<file path="config.mk">
export PLATFORM = sky130hd
export DESIGN_NAME = inst_fetch_unit
export DESIGN_NICKNAME = d
export VERILOG_FILES = /design/src/rtl/fetch_pkg.sv /design/src/rtl/adder.sv /design/src/rtl/inst_fetch_unit.sv
export SDC_FILE = /design/constraint.sdc
export NUM_CORES = 1
export LEC_CHECK = 0
export BUFFER_PORTS_ARGS = -buffer_cell sky130_fd_sc_hd__buf_2
export CAP_MARGIN = 20
export CORE_MARGIN = 1
export CORE_UTILIZATION = 49
export CTS_BUF_LIST = sky130_fd_sc_hd__clkbuf_2
export DETAILED_ROUTE_END_ITERATION = 10
export PLACE_DENSITY = 0.76
export SKIP_CTS_REPAIR_TIMING = 1
export SLEW_MARGIN = 20
export SYNTH_ARGS = -nofsm -noshare
export SYNTH_HDL_FRONTEND = slang
export SYNTH_SLANG_ARGS = --single-unit
</file>
<file path="constraint.sdc">
create_clock -name clk -period 4.3 [get_ports clk]
set_input_delay 0.215 -clock clk [delete_from_list [all_inputs] [get_ports clk]]
set_output_delay 0.215 -clock clk [all_outputs]
set_load 0.005 [all_outputs]
</file>
<file path="src/rtl/fetch_pkg.sv">
// Shared types and constants for the instruction fetch stage.
package fetch_pkg;

   typedef enum logic [1:0] {
      ST_REQ,
      ST_WAIT,
      ST_HOLD
   } fetch_state_e;

   localparam logic [31:0] NOP_INST = 32'h0000_0013;
   localparam logic [31:0] PC_STEP  = 32'd4;

   function automatic logic [31:0] align_pc(input logic [31:0] pc);
      return {pc[31:2], 2'b00};
   endfunction

endpackage

</file>
<file path="src/rtl/adder.sv">
// Plain modulo adder used for sequential PC increment.
module adder #(
   parameter int WIDTH = 32
) (
   input  logic [WIDTH-1:0] a,
   input  logic [WIDTH-1:0] b,
   output logic [WIDTH-1:0] sum
);

   assign sum = a + b;

endmodule

</file>
<file path="src/rtl/inst_fetch_unit.sv">
// Multi-cycle fetch stage: owns the PC and fetches one instruction at a time
// over a request/grant/response bus, holding it until the core advances.
module inst_fetch_unit
   import fetch_pkg::*;
#(
   parameter logic [31:0] RESET_PC = 32'h0000_0000
) (
   input  logic        clk,
   input  logic        reset,
   input  logic        advance,
   input  logic        redirect,
   input  logic [31:0] redirect_pc,
   input  logic        flush,
   input  logic [31:0] flush_pc,
   output logic [31:0] pc_out,
   output logic [31:0] inst,
   output logic        inst_valid,
   output logic        fetch_err,
   output logic        misalign_err,
   output logic        mem_req,
   output logic [31:0] mem_addr,
   input  logic        mem_gnt,
   input  logic        mem_rvalid,
   input  logic [31:0] mem_rdata,
   input  logic        mem_err
);

   fetch_state_e state_q, state_d;
   logic [31:0]  fetch_pc_q, fetch_pc_d;
   logic [31:0]  pc_out_q, pc_out_d;
   logic [31:0]  inst_q, inst_d;
   logic         inst_valid_q, inst_valid_d;
   logic         fetch_err_q, fetch_err_d;
   logic         misalign_err_q, misalign_err_d;
   logic         discard_q, discard_d;
   logic         mem_req_q, mem_req_d;
   logic [31:0]  mem_addr_q, mem_addr_d;
   logic [31:0]  pc_plus4;
   logic [31:0]  flush_tgt;
   logic [31:0]  next_pc;

   adder #(.WIDTH(32)) u_pc_inc (
      .a   (pc_out_q),
      .b   (PC_STEP),
      .sum (pc_plus4)
   );

   assign flush_tgt = align_pc(flush_pc);
   assign next_pc   = redirect ? align_pc(redirect_pc) : pc_plus4;

   always_comb begin
      state_d        = state_q;
      fetch_pc_d     = fetch_pc_q;
      pc_out_d       = pc_out_q;
      inst_d         = inst_q;
      inst_valid_d   = inst_valid_q;
      fetch_err_d    = fetch_err_q;
      misalign_err_d = misalign_err_q;
      discard_d      = discard_q;
      mem_req_d      = mem_req_q;
      mem_addr_d     = mem_addr_q;

      if (flush) begin
         fetch_pc_d   = flush_tgt;
         inst_valid_d = 1'b0;
         inst_d       = NOP_INST;
         fetch_err_d  = 1'b0;
         if (flush_pc[1:0] != 2'b00) begin
            misalign_err_d = 1'b1;
         end
      end

      unique case (state_q)
         ST_REQ: begin
            mem_req_d = 1'b1;
            // A request already on the bus keeps its address; its response is dropped later.
            if (flush) begin
               if (mem_req_q) begin
                  discard_d = 1'b1;
               end else begin
                  mem_addr_d = flush_tgt;
               end
            end
            if (mem_req_q && mem_gnt) begin
               state_d   = ST_WAIT;
               mem_req_d = 1'b0;
            end
         end

         ST_WAIT: begin
            if (mem_rvalid) begin
               if (discard_q || flush) begin
                  discard_d  = 1'b0;
                  state_d    = ST_REQ;
                  mem_req_d  = 1'b1;
                  mem_addr_d = fetch_pc_d;
               end else begin
                  inst_d       = mem_rdata;
                  fetch_err_d  = mem_err;
                  inst_valid_d = 1'b1;
                  pc_out_d     = fetch_pc_q;
                  state_d      = ST_HOLD;
               end
            end else if (flush) begin
               discard_d = 1'b1;
            end
         end

         ST_HOLD: begin
            if (flush) begin
               state_d    = ST_REQ;
               mem_req_d  = 1'b1;
               mem_addr_d = flush_tgt;
            end else if (advance) begin
               fetch_pc_d   = next_pc;
               mem_addr_d   = next_pc;
               inst_valid_d = 1'b0;
               inst_d       = NOP_INST;
               fetch_err_d  = 1'b0;
               mem_req_d    = 1'b1;
               state_d      = ST_REQ;
               if (redirect && (redirect_pc[1:0] != 2'b00)) begin
                  misalign_err_d = 1'b1;
               end
            end
         end

         default: begin
            state_d = ST_REQ;
         end
      endcase
   end

   always_ff @(posedge clk or posedge reset) begin
      if (reset) begin
         state_q        <= ST_REQ;
         fetch_pc_q     <= RESET_PC;
         pc_out_q       <= RESET_PC;
         inst_q         <= NOP_INST;
         inst_valid_q   <= 1'b0;
         fetch_err_q    <= 1'b0;
         misalign_err_q <= 1'b0;
         discard_q      <= 1'b0;
         mem_req_q      <= 1'b0;
         mem_addr_q     <= RESET_PC;
      end else begin
         state_q        <= state_d;
         fetch_pc_q     <= fetch_pc_d;
         pc_out_q       <= pc_out_d;
         inst_q         <= inst_d;
         inst_valid_q   <= inst_valid_d;
         fetch_err_q    <= fetch_err_d;
         misalign_err_q <= misalign_err_d;
         discard_q      <= discard_d;
         mem_req_q      <= mem_req_d;
         mem_addr_q     <= mem_addr_d;
      end
   end

   assign pc_out       = pc_out_q;
   assign inst         = inst_q;
   assign inst_valid   = inst_valid_q;
   assign fetch_err    = fetch_err_q;
   assign misalign_err = misalign_err_q;
   assign mem_req      = mem_req_q;
   assign mem_addr     = mem_addr_q;

endmodule
</file>
# == Yosys cells after proc, flatten, opt, wreduce, memory -nomap -nowiden ==
# Index checks and enable logic that the tools add are counted.
# op_classes
addsub,1
n_eq_ne,11
muxes,54
bitwise,1
reduce_logical,13
# op_table
operator,n
$mux W32,16
$pmux W32 S3,1
$pmux W32 S2,1
$add A32 B3 Y32 const B,1
$mux W1,26
$ne A2 B2 Y1 const B,6
$mux W2,5
$ne A3 B3 Y1 const B,3
$pmux W1 S2,3
$pmux W2 S3,1
$reduce_and A3 Y1,2
$reduce_and A6 Y1,1
$reduce_bool A2 Y1,3
$reduce_and A5 Y1,1
$reduce_and A4 Y1,1
$pmux W1 S3,1
$reduce_bool A3 Y1,1
$eq A2 B1 Y1 const B,1
$eq A2 B2 Y1 const B,1
$logic_and A1 B1 Y1,2
$logic_not A2 Y1,1
$logic_or A1 B1 Y1,1
$not A1 Y1,1
# totals
ff_bits,135
in_bits,104
out_inout_bits,100
wordCells,90

# == Logic depth before layout (Yosys ltp) ==
# Gate-level depths: netlist (run 1).
# logic_depth
ltp_word,7
depth_mapped,10
ltp_nobuf,7

# == Cells and area by module ==
# A second synthesis (run 1) with hierarchy kept.
# unflattened
hier_cells,818
area_unflattened_um2,8169.1
# by_module_without_submodules
mod,instances,cells_per_inst,area_per_inst_um2,seq_area_each_um2
inst_fetch_unit,1,597,6567.5,3382.0
adder,1,221,1601.5,0.0

# == Least setup slack after synthesis (run 1) ==
# Ideal clock, no wire load.
# synth_path
path_type,flip-flop to flip-flop
start,reg state_q[0]
end,"reg mem_addr_q[10], in the netlist mem_addr[10]"
setup_ns,0.136
arrival_time_ns,2.157
required_time_ns,4.164
setup_slack_ns,2.007
stages_incl_launch_ff,11
path_buffers,3
period_less_slack_ns,2.293
cell_sequence,dfrtp_1 inv_1 ha_1 nor2b_1 clkbuf_1 a2111oi_2 nand2_1 clkbuf_1 clkbuf_1 nand2_1 o21ai_0
# synth_between
elab_chain_cells,3
word_cells_on_any_way,11
cone_classes,eq/ne: 7; mux: 1; reduce/logical: 3
# synth_rtl
item,line_no,rtl
start: declaration,inst_fetch_unit.sv:28,"fetch_state_e state_q, state_d;"
start signal: assignment,inst_fetch_unit.sv:147,state_q <= state_d;
$eq A2 B2 Y1 (tied with other cells),inst_fetch_unit.sv:73,unique case (state_q)
$ne A3 B3 Y1 (no line) (tied with other cells),n/a,
$reduce_and A6 Y1 (no line),n/a,
end signal: assignment,inst_fetch_unit.sv:156,mem_addr_q <= mem_addr_d;
end: declaration,inst_fetch_unit.sv:37,"logic [31:0] mem_addr_q, mem_addr_d;"
# Parallel ways exist; a longest one is shown, timed or not.
# A chain may end at the register's enable or synchronous reset.

# == Worst setup path after layout (run 1) ==
# layout_path
start,"reg pc_out_q[2], in the netlist pc_out[2]"
end,reg fetch_pc_q[24]
# layout_between
elab_chain_cells,5
# layout_rtl
item,line_no,rtl
start: declaration,inst_fetch_unit.sv:30,"logic [31:0] pc_out_q, pc_out_d;"
start signal: assignment,inst_fetch_unit.sv:149,pc_out_q <= pc_out_d;
$add A32 B3 Y32,adder.sv:10,assign sum = a + b;
$mux W32,inst_fetch_unit.sv:49,assign next_pc = redirect ? align_pc(redirect_pc) : pc_plus4;
$mux W32,inst_fetch_unit.sv:114,end else if (advance) begin
$mux W32,inst_fetch_unit.sv:110,if (flush) begin
$mux W32,inst_fetch_unit.sv:73,
via fetch_pc_d[24],inst_fetch_unit.sv:29,"logic [31:0] fetch_pc_q, fetch_pc_d;"
end signal: assignment,inst_fetch_unit.sv:148,fetch_pc_q <= fetch_pc_d;
end: declaration,inst_fetch_unit.sv:29,
# The timed path passes the listed nets, and every way through them passes these cells.

==> results of run 1 <==
cells in the mapped netlist, types with 4 or more instances:
cell type / number / share of area [%]
inv_1: 13 / 0.69
nor3_1: 17 / 1.2
nor2b_1: 5 / 0.44
dfrtp_1: 132 / 46
nor3b_1: 4 / 0.42
buf_2: 6 / 0.42
mux2i_1: 5 / 0.70
a221oi_1: 11 / 1.4
nand2_1: 83 / 4.4
nand4_1: 6 / 0.53
or4_1: 6 / 0.63
mux2_2: 29 / 4.6
o211ai_1: 6 / 0.63
nand3_1: 17 / 1.2
nand2b_1: 10 / 0.88
nor2_1: 55 / 2.9
o21ai_0: 53 / 3.7
o31ai_1: 18 / 1.9
o31a_1: 4 / 0.49
xor2_1: 6 / 0.74
a22oi_1: 18 / 1.9
a21oi_1: 31 / 2.2
a22o_1: 35 / 4.3
o311ai_0: 5 / 0.62
a31oi_1: 6 / 0.53
ha_1: 5 / 0.88
nor4_1: 11 / 0.97
and3_1: 9 / 0.79
clkbuf_1: 51 / 2.7
a211oi_1: 17 / 1.8
o21a_1: 6 / 0.63
or3_1: 7 / 0.62
logic make-up after synthesis:
kind of cell               after synthesis  share of synthesized area, %
AOI/OAI and AO/OA                      247                          24.7
xor gates and xnor gates                 9                          1.11
adders and majority gates                5                         0.879
buffers and inverters                   74                          4.11
DFF                                    135                          47.5
muxes                                   34                          5.29
and+or+nand+nor                        239                          16.4
how the worst max path moves through the flow:
stage                               endpoint  slack, ns              startpoint  cells past startpoint
finish              fetch_pc_q[24]$_DFF_PP0_       0.94   pc_out[2]$_DFFE_PP0P_                      7
global route        fetch_pc_q[24]$_DFF_PP0_       0.79   pc_out[2]$_DFFE_PP0P_                      7
CTS                 mem_addr[28]$_DFFE_PP0P_       1.30  state_q[0]$_DFFE_PP0P_                      8
detailed placement  mem_addr[21]$_DFFE_PP0P_       1.33  state_q[0]$_DFFE_PP0P_                      8
global placement    mem_addr[28]$_DFFE_PP0P_       1.43  state_q[0]$_DFFE_PP0P_                      8
floorplan              discard_q$_DFFE_PP0P_       0.48                   reset                      1
routing by layer:
metal / GRT usage [%] / up-vias / share of wire (%)
li1: - / 3382 / -
met1: 38.1 / 3600 / 40
met2: 47.8 / 466 / 47
met3: 9.85 / 62 / 10
met4: 14.8 / 0 / 3.1
met5: 0 / - / 0
layout make-up:
class / instances / area, µm²
Clock inverter: 14 / 230
Sequential cell: 135 / 3380
Inverter: 13 / 53.8
Fill cell: 1108 / 4270
Antenna cell: 1 / 2.50
Multi-Input combinational cell: 534 / 3460
Clock buffer: 18 / 90.1
Timing Repair Buffer: 338 / 2330
Tap cell: 180 / 225
registers in the layout, summed over array words and instances, names as in the netlist:
| signal | cells |
|---|---|
| state_q | 2 |
| fetch_err | 1 |
| inst_valid | 1 |
| mem_addr | 32 |
| discard_q | 1 |
| misalign_err | 1 |
| inst | 32 |
| fetch_pc_q | 32 |
| mem_req | 1 |
| pc_out | 32 |
power groups by stage:
stage	sequential, mW	combinational [mW]	clock, mW
global placement	2.07	2.18	0
floorplan	2.01	1.42	0
finish	2.06	2.40	0.989
global route	2.11	2.64	1.05
CTS	2.05	2.23	0.999
detailed placement	2.07	2.22	0
cells in the final DEF (no fill, tap or decap), drive strengths merged, types with 5 or more instances in the layout:
cell type,instances
o211ai,6
o21ai,53
nor4,11
a21oi,31
a22o,35
a22oi,18
clkinv,5
dlygate4sd3,119
and3,9
nor3,17
bufinv,6
a31o,6
buf,219
ha,5
or3,8
o21a,6
nand4,8
a31oi,6
inv,13
a211oi,17
clkbuf,18
nand3,17
nand2,83
or4,6
nor2,55
mux2,29
dfrtp,132
nor2b,5
nand2b,10
o311ai,5
mux2i,5
a221oi,11
o31ai,18
xor2,6
worst max-delay path, cell delays in order, from the launching register on:
cell and delay [ns]:
dfrtp_1 0.49, ha_1 0.22, nand3_1 0.42, or3_1 0.69
or4_1 0.55, a31o_1 0.23, o21ai_0 0.15, dlygate4sd3_1 0.57
metrics by stage:
stage | hold WS, ns | cell area (µm²) | utilization (%) | setup WS (ns)
3_3_place_gp | 0.438 | 8260 | 58.8 | 1.43
4_1_cts | -0.364 | 8580 | 61.1 | 1.30
5_1_grt | 0.00467 | 9770 | 69.6 | 0.788
6_report | 0.00287 | 9770 | 69.6 | 0.939
3_5_place_dp | 0.443 | 8260 | 58.8 | 1.33
2_1_floorplan | 0.319 | 7120 | - | 0.479
==> impl_metrics.ini, run 1 <==
[hold_path]
whs_endpoint = mem_addr[4]$_DFFE_PP0P_
hold_start = redirect_pc[4]
min_path_cells = 5
min_path_type = input pin to register

[timing]
tns_ns = 0
worst-slew-pin-transition_ns = 0.977
fin_worst_skew_ns = 0.0337
rsz0062_at_grt = false
period_needed_ns = 3.36
slew_headroom_pct = 34.9
hold_violations = 0
max_freq_mhz = 298
post-route-period-util_pct = 78.2
setup_violations = 0
drv_slew = 0

[power]
swShare_pct = 41.8
powerDensity_nw_per_um2 = 557
switchingPower_mw = 2.28
clockPowerShare_pct = 18.2
p_comb_share_pct = 44.1
intPower_mw = 3.17
power_mw = 5.45
ir_worst_vdd_v = 0.000343
seq_power_share_pct = 37.8
leakagePower_nw = 4.50

[finish]
drive_above_1_share_pct = 28.1
nNetsFinal = 1148
fin_cells = 1233
syn_to_final_growth_pct = 37.4

[detailed_routing]
wirelength_mm = 24.1
drt_iter0_drc = 811
route.detailed.drc = 0
route.vias.total = 7510
firstDrtPassIters = 6
vias_per_cell = 6.09
routedWlPerCell_um = 19.5
postRouteAntennaNets = 0

[synth]
synth_ff_type = dfrtp_1
syn_area_um2 = 7120
synth_edf_count = 0
ys_ff_latch = 135
async_flop_share_pct = 100
yosysSeqAreaShare_pct = 47.5
syn_avg_cell_area_um2 = 9.58
yosys_warnings = 0
synth_cells = 743
syn_nets = 852
ys_types = 61

[grt]
grt_overflow = 0
grt_pass1_vias = 6565
grt_pass1_wl_mm = 34.3
grt_start_max_net_pins = 110
antenna_found_initial = 0
grt_usage_pct = 30.6

[placement]
port_buffers = 203
dp_cells = 1081
gp_congestion = 0.843
dp_hpwl_mm = 14.5

[setup_path]
timing.rr.end = fetch_pc_q[24]$_DFF_PP0_
crit_required_ns = 4.98
crit_fanout = 11
reg2reg_from = pc_out[2]$_DFFE_PP0P_
rrSetupSlack_ns = 0.94
path_class = register to register
cp-start-kind = register
critPathCaptureType = register
reg2reg_depth = 7
worstPathArrival_ns = 4.04

[die]
die_h_um = 123
die_area_um2 = 15000
die_x_um = 123
io_pins = 204
rows = 43
start_util_pct = 50.7
core-area_um2 = 14000

[clocking]
clock_path_buffers = 2
cts_buffers = 17
clock_sinks = 135
tritoncts = built
insertion_delay_ns = 0.72
root_buffer = clkbuf_2
cts_max_level = 4
clk_pin_slew_ns = 0.21

[status]
status = finished, final reports clean

[run]
cap_violations = 0
Note: power is estimated with default switching activity, not from simulation.
==> inputs of run 2 (changes only) <==
clock period = 3.3 ns   (was 4.3 ns; I/O delays follow)
==> run 2 against run 1 <==
Cell area grew 0.78%. Routed wire length grew 0.17%. Fmax grew 8.2%. Clock-buffer cell count is the same. Critical endpoint is now fetch_pc_q[31]$_DFF_PP0_. Largest cell class unchanged. Sequential power grew 30%. Clock skew shrank 0.017 ns.
==> impl_metrics.ini, run 2 (synthesis gave the netlist of run 1 again) <==
[status]
status = finished, final reports clean

[die]
io_pins = 204
rows = 43
core-area_um2 = 14000
die_h_um = 123
die_x_um = 123
die_area_um2 = 15000
start_util_pct = 50.7

[timing]
timing.hold.ws_ns = 0.0172
hold_violations = 0
period_needed_ns = 3.11
rsz0062_at_grt = false
worst-slew-pin-transition_ns = 0.781
postLayoutSetupSlackWorst_ns = 0.194
max_freq_mhz = 322
tns_ns = 0
post-route-period-util_pct = 94.1
slew_headroom_pct = 47.4
setup_violations = 0
fin_worst_skew_ns = 0.0163
drv_slew = 0

[finish]
nNetsFinal = 1160
drive_above_1_share_pct = 28.5
layout_common_cells = buf_2 (203), dfrtp_1 (132), dlygate4sd3_1 (124), nand2_1 (82), nor2_1 (55)
final_common_cell = buf_2
syn_to_final_growth_pct = 38.4
diodes = 0

[detailed_routing]
routedWlPerCell_um = 19.4
vias_per_cell = 6.06
route.detailed.drc = 0
drt_iter0_drc = 717
postRouteAntennaNets = 0
firstDrtPassIters = 5
wirelength_mm = 24.1
route.vias.total = 7533

[clocking]
clk_pin_slew_ns = 0.19
cts_buffers = 17
clock_sinks = 135
clock_path_buffers = 2
root_buffer = clkbuf_2
insertion_delay_ns = 0.71
tritoncts = built
cts_max_level = 4

[power]
leakagePower_nw = 4.54
powerDensity_nw_per_um2 = 707
ir_worst_vdd_v = 0.000314

[setup_path]
crit_required_ns = 3.92
worstPathArrival_ns = 3.72
path_class = register to register
crit_fanout = 8
critPathCaptureType = register
cp-start-kind = register

[grt]
grt_pass1_vias = 6616
grt_usage_pct = 30.4
grt_start_max_net_pins = 76
antenna_found_initial = 0
grt_pass1_wl_mm = 34.4
grt_overflow = 0

[placement]
dp_hpwl_mm = 14.9
gp_congestion = 0.830
place_ws_ns = 0.491
port_buffers = 203

[hold_path]
min_path_type = input pin to register

[run]
cap_violations = 0
run 2: cell types whose count changed in the layout (fill, tap and decap cells not counted), sizes merged, moves of 2 or more:
| cell | previous run | this run |
|---|---|---|
| buf | 219 | 226 |
| bufinv | 6 | 4 |
| clkinvlp | 3 | 5 |
| dlygate4sd3 | 119 | 124 |
run 2: stage by stage:
stage | total power [mW] | std cells | util (%) | cell area, µm²
after floorplan | 4.46 | 743 | - | 7120
after global placement | 5.56 | 1088 | 59.4 | 8340
after detailed placement | 5.64 | 1088 | 59.4 | 8340
after CTS | 6.76 | 1120 | 61.3 | 8610
after global routing | 7.46 | 1244 | 70.2 | 9850
final | 6.97 | 1244 | 70.2 | 9850
run 2: worst paths after layout:
check                                               from  cells past startpoint                  endpoint  slack [ns]
worst max-delay path              pc_out[20]$_DFFE_PP0P_                      6  fetch_pc_q[31]$_DFF_PP0_        0.19
worst max register to register    pc_out[20]$_DFFE_PP0P_                      6  fetch_pc_q[31]$_DFF_PP0_        0.19
worst min register to register  mem_addr[13]$_DFFE_PP0P_                      2  mem_addr[13]$_DFFE_PP0P_        0.50
min in group asynchronous                          reset                      3      inst_valid$_DFF_PP0_        0.06
worst min-delay path                     redirect_pc[17]                      4  mem_addr[17]$_DFFE_PP0P_        0.02
max in group asynchronous                          reset                      4         inst[4]$_DFF_PP1_        2.38
run 2: power by group:
group | leakage (nW) | internal [mW] | total, mW | switching, mW
registers | 1.70 | 2.15 | 2.67 | 0.523
clock network | 0.153 | 0.493 | 1.12 | 0.631
logic | 2.68 | 1.37 | 3.17 | 1.81
total | 4.54 | 4.01 | 6.97 | 2.96
run 2: metal layers:
layer	up-vias	part of all wire, %	global-route usage (%)
met1	3570	40	40.4
met2	486	46	46.3
met4	0	3.6	14.0
li1	3400	-	-
met3	77	10	8.18
met5	-	0	0
run 2: critical path: stages (launching register included):
cell	delay, ns
dfrtp_1	0.54
nand4_1	0.27
nor4_1	0.75
a21boi_0	0.26
o311a_1	0.39
a211o_1	0.25
dlygate4sd3_1	0.55
run 2: final cells by class:
| type | instances | area [µm²] |
|---|---|---|
| Timing Repair Buffer | 350 | 2450 |
| Clock buffer | 18 | 90.1 |
| Fill cell | 1067 | 4190 |
| Clock inverter | 14 | 183 |
| Inverter | 13 | 52.6 |
| Sequential cell | 135 | 3380 |
| Tap cell | 180 | 225 |
| Multi-Input combinational cell | 534 | 3460 |
==> inputs of run 3 (changes only) <==
CTS_BUF_LIST = not set   (was sky130_fd_sc_hd__clkbuf_2)
SKIP_LAST_GASP = 1   (was not set)
==> run 3 against run 2 <==
Register-to-register slack gained 0.19 ns. Total power grew 11%. Worst hold slack lost 0.016 ns. Largest cell class unchanged.
==> impl_metrics.ini, run 3 (synthesis gave the netlist of run 1 again) <==
[timing]
max_freq_mhz = 343
rsz0062_at_grt = false
slew_headroom_pct = 47.5
worst-slew-pin-transition_ns = 0.781
period_needed_ns = 2.92
fin_worst_skew_ns = 0.00854
setup_violations = 0
tns_ns = 0
hold_violations = 0
timing.hold.ws_ns = 0.00166
drv_slew = 0
post-route-period-util_pct = 88.4

[finish]
layout_common_cells = buf_2 (203), dfrtp_1 (132), nand2_1 (82), nor2_1 (55), o21ai_0 (53)
fin_cells = 1161
nNetsFinal = 1077
final_common_cell = buf_2
diodes = 0
fin_area_um2 = 9370
syn_to_final_growth_pct = 31.7
drive_above_1_share_pct = 30.9

[run]
cap_violations = 0

[setup_path]
max_stage_delay_ns = 0.64
crit_fanout = 21
crit_chain = inv_1, ha_1, nor2b_2, a2111oi_2, nand2_2, buf_4, a221oi_1, a311oi_1
timing.rr.end = mem_addr[28]$_DFFE_PP0P_
worstPathArrival_ns = 3.20
critPathCaptureType = register
rrSetupSlack_ns = 0.38
cp-start-kind = register
reg2reg_from = state_q[0]$_DFFE_PP0P_
crit_required_ns = 3.58
crit_cells = 8
path_class = register to register
path_buf_inv = 2
cpLargestDelayFamily = compound AO/OA/AOI/OAI gates
reg2reg_depth = 8
crit_path_top_delay_cell = a2111oi_2

[die]
start_util_pct = 50.7
die_area_um2 = 15000
rows = 43
io_pins = 204
die_x_um = 123
die_h_um = 123
core-area_um2 = 14000

[grt]
grt_start_max_net_pins = 76
antenna_found_initial = 0
grt_overflow = 0
grt_pass1_wl_mm = 34.9
grt_usage_pct = 31.0
grt_pass1_vias = 6672

[power]
leakagePower_nw = 4.33
ir_worst_vdd_v = 0.000418
powerDensity_nw_per_um2 = 824

[placement]
dp_cells = 1088
gp_congestion = 0.830
dpl_cell_area_um2 = 8340
dp_hpwl_mm = 14.9
port_buffers = 203

[detailed_routing]
postRouteAntennaNets = 0
wirelength_mm = 23.1
route.vias.total = 7084
route.detailed.drc = 0
firstDrtPassIters = 6
vias_per_cell = 6.10
routedWlPerCell_um = 19.9
drt_iter0_drc = 814

[clocking]
tritoncts = built
cts_max_level = 4
clock_path_buffers = 2
root_buffer = clkbuf_16
clk_pin_slew_ns = 0.06
cts_buffers = 17
insertion_delay_ns = 0.43
clock_sinks = 135

[status]
status = finished, final reports clean

[hold_path]
min_path_type = input pin to register
min_path_cells = 3
whs_endpoint = fetch_pc_q[26]$_DFF_PP0_
hold_start = flush_pc[26]
[run 3: tightest hold or removal path, stage by stage]
cell and delay, ns:
buf_2 0.11, a21oi_1 0.07, o41ai_1 0.05
[run 3: how the worst max path moves through the flow]
stage / startpoint / slack (ns) / endpoint
2_1_floorplan: state_q[0]$_DFFE_PP0P_ / 1.01 / mem_addr[10]$_DFFE_PP0P_
3_3_place_gp: state_q[0]$_DFFE_PP0P_ / 0.63 / mem_addr[28]$_DFFE_PP0P_
3_5_place_dp: state_q[0]$_DFFE_PP0P_ / 0.49 / mem_addr[28]$_DFFE_PP0P_
4_1_cts: state_q[0]$_DFFE_PP0P_ / 0.47 / mem_addr[28]$_DFFE_PP0P_
5_1_grt: state_q[0]$_DFFE_PP0P_ / 0.1 / mem_addr[28]$_DFFE_PP0P_
6_report: state_q[0]$_DFFE_PP0P_ / 0.38 / mem_addr[28]$_DFFE_PP0P_
[run 3: stage by stage]
| step | setup WS (ns) | utilization [%] | power [mW] |
|---|---|---|---|
| after detailed placement | 0.491 | 59.4 | 5.64 |
| after global routing | 0.0992 | 66.7 | 8.22 |
| after global placement | 0.633 | 59.4 | 5.56 |
| after CTS | 0.465 | 63.8 | 7.67 |
| after floorplan | 1.01 | - | 4.46 |
| final | 0.384 | 66.7 | 7.72 |
[run 3: per-layer routing]
layer / global-route usage [%] / routed length (µm) / part of all wire (%)
met1: 40.7 / 9410 / 41
met2: 47.5 / 10600 / 46
met3: 8.92 / 2380 / 10
met4: 13.6 / 682 / 3.0
met5: 0 / 0 / 0
[run 3: cell type report]
cell class | instances | area (µm²)
sequential | 135 | 3380
clock buffer | 19 | 443
inverter | 13 | 52.6
tap | 180 | 225
clock inverter | 13 | 179
multi-input combinational | 534 | 3460
timing repair buffer | 267 | 1620
fill | 1114 | 4670
[run 3: where the power goes]
part	total, mW	internal, mW	switching (mW)
clock network	2.01	1.28	0.733
logic	3.03	1.26	1.77
registers	2.68	2.16	0.522
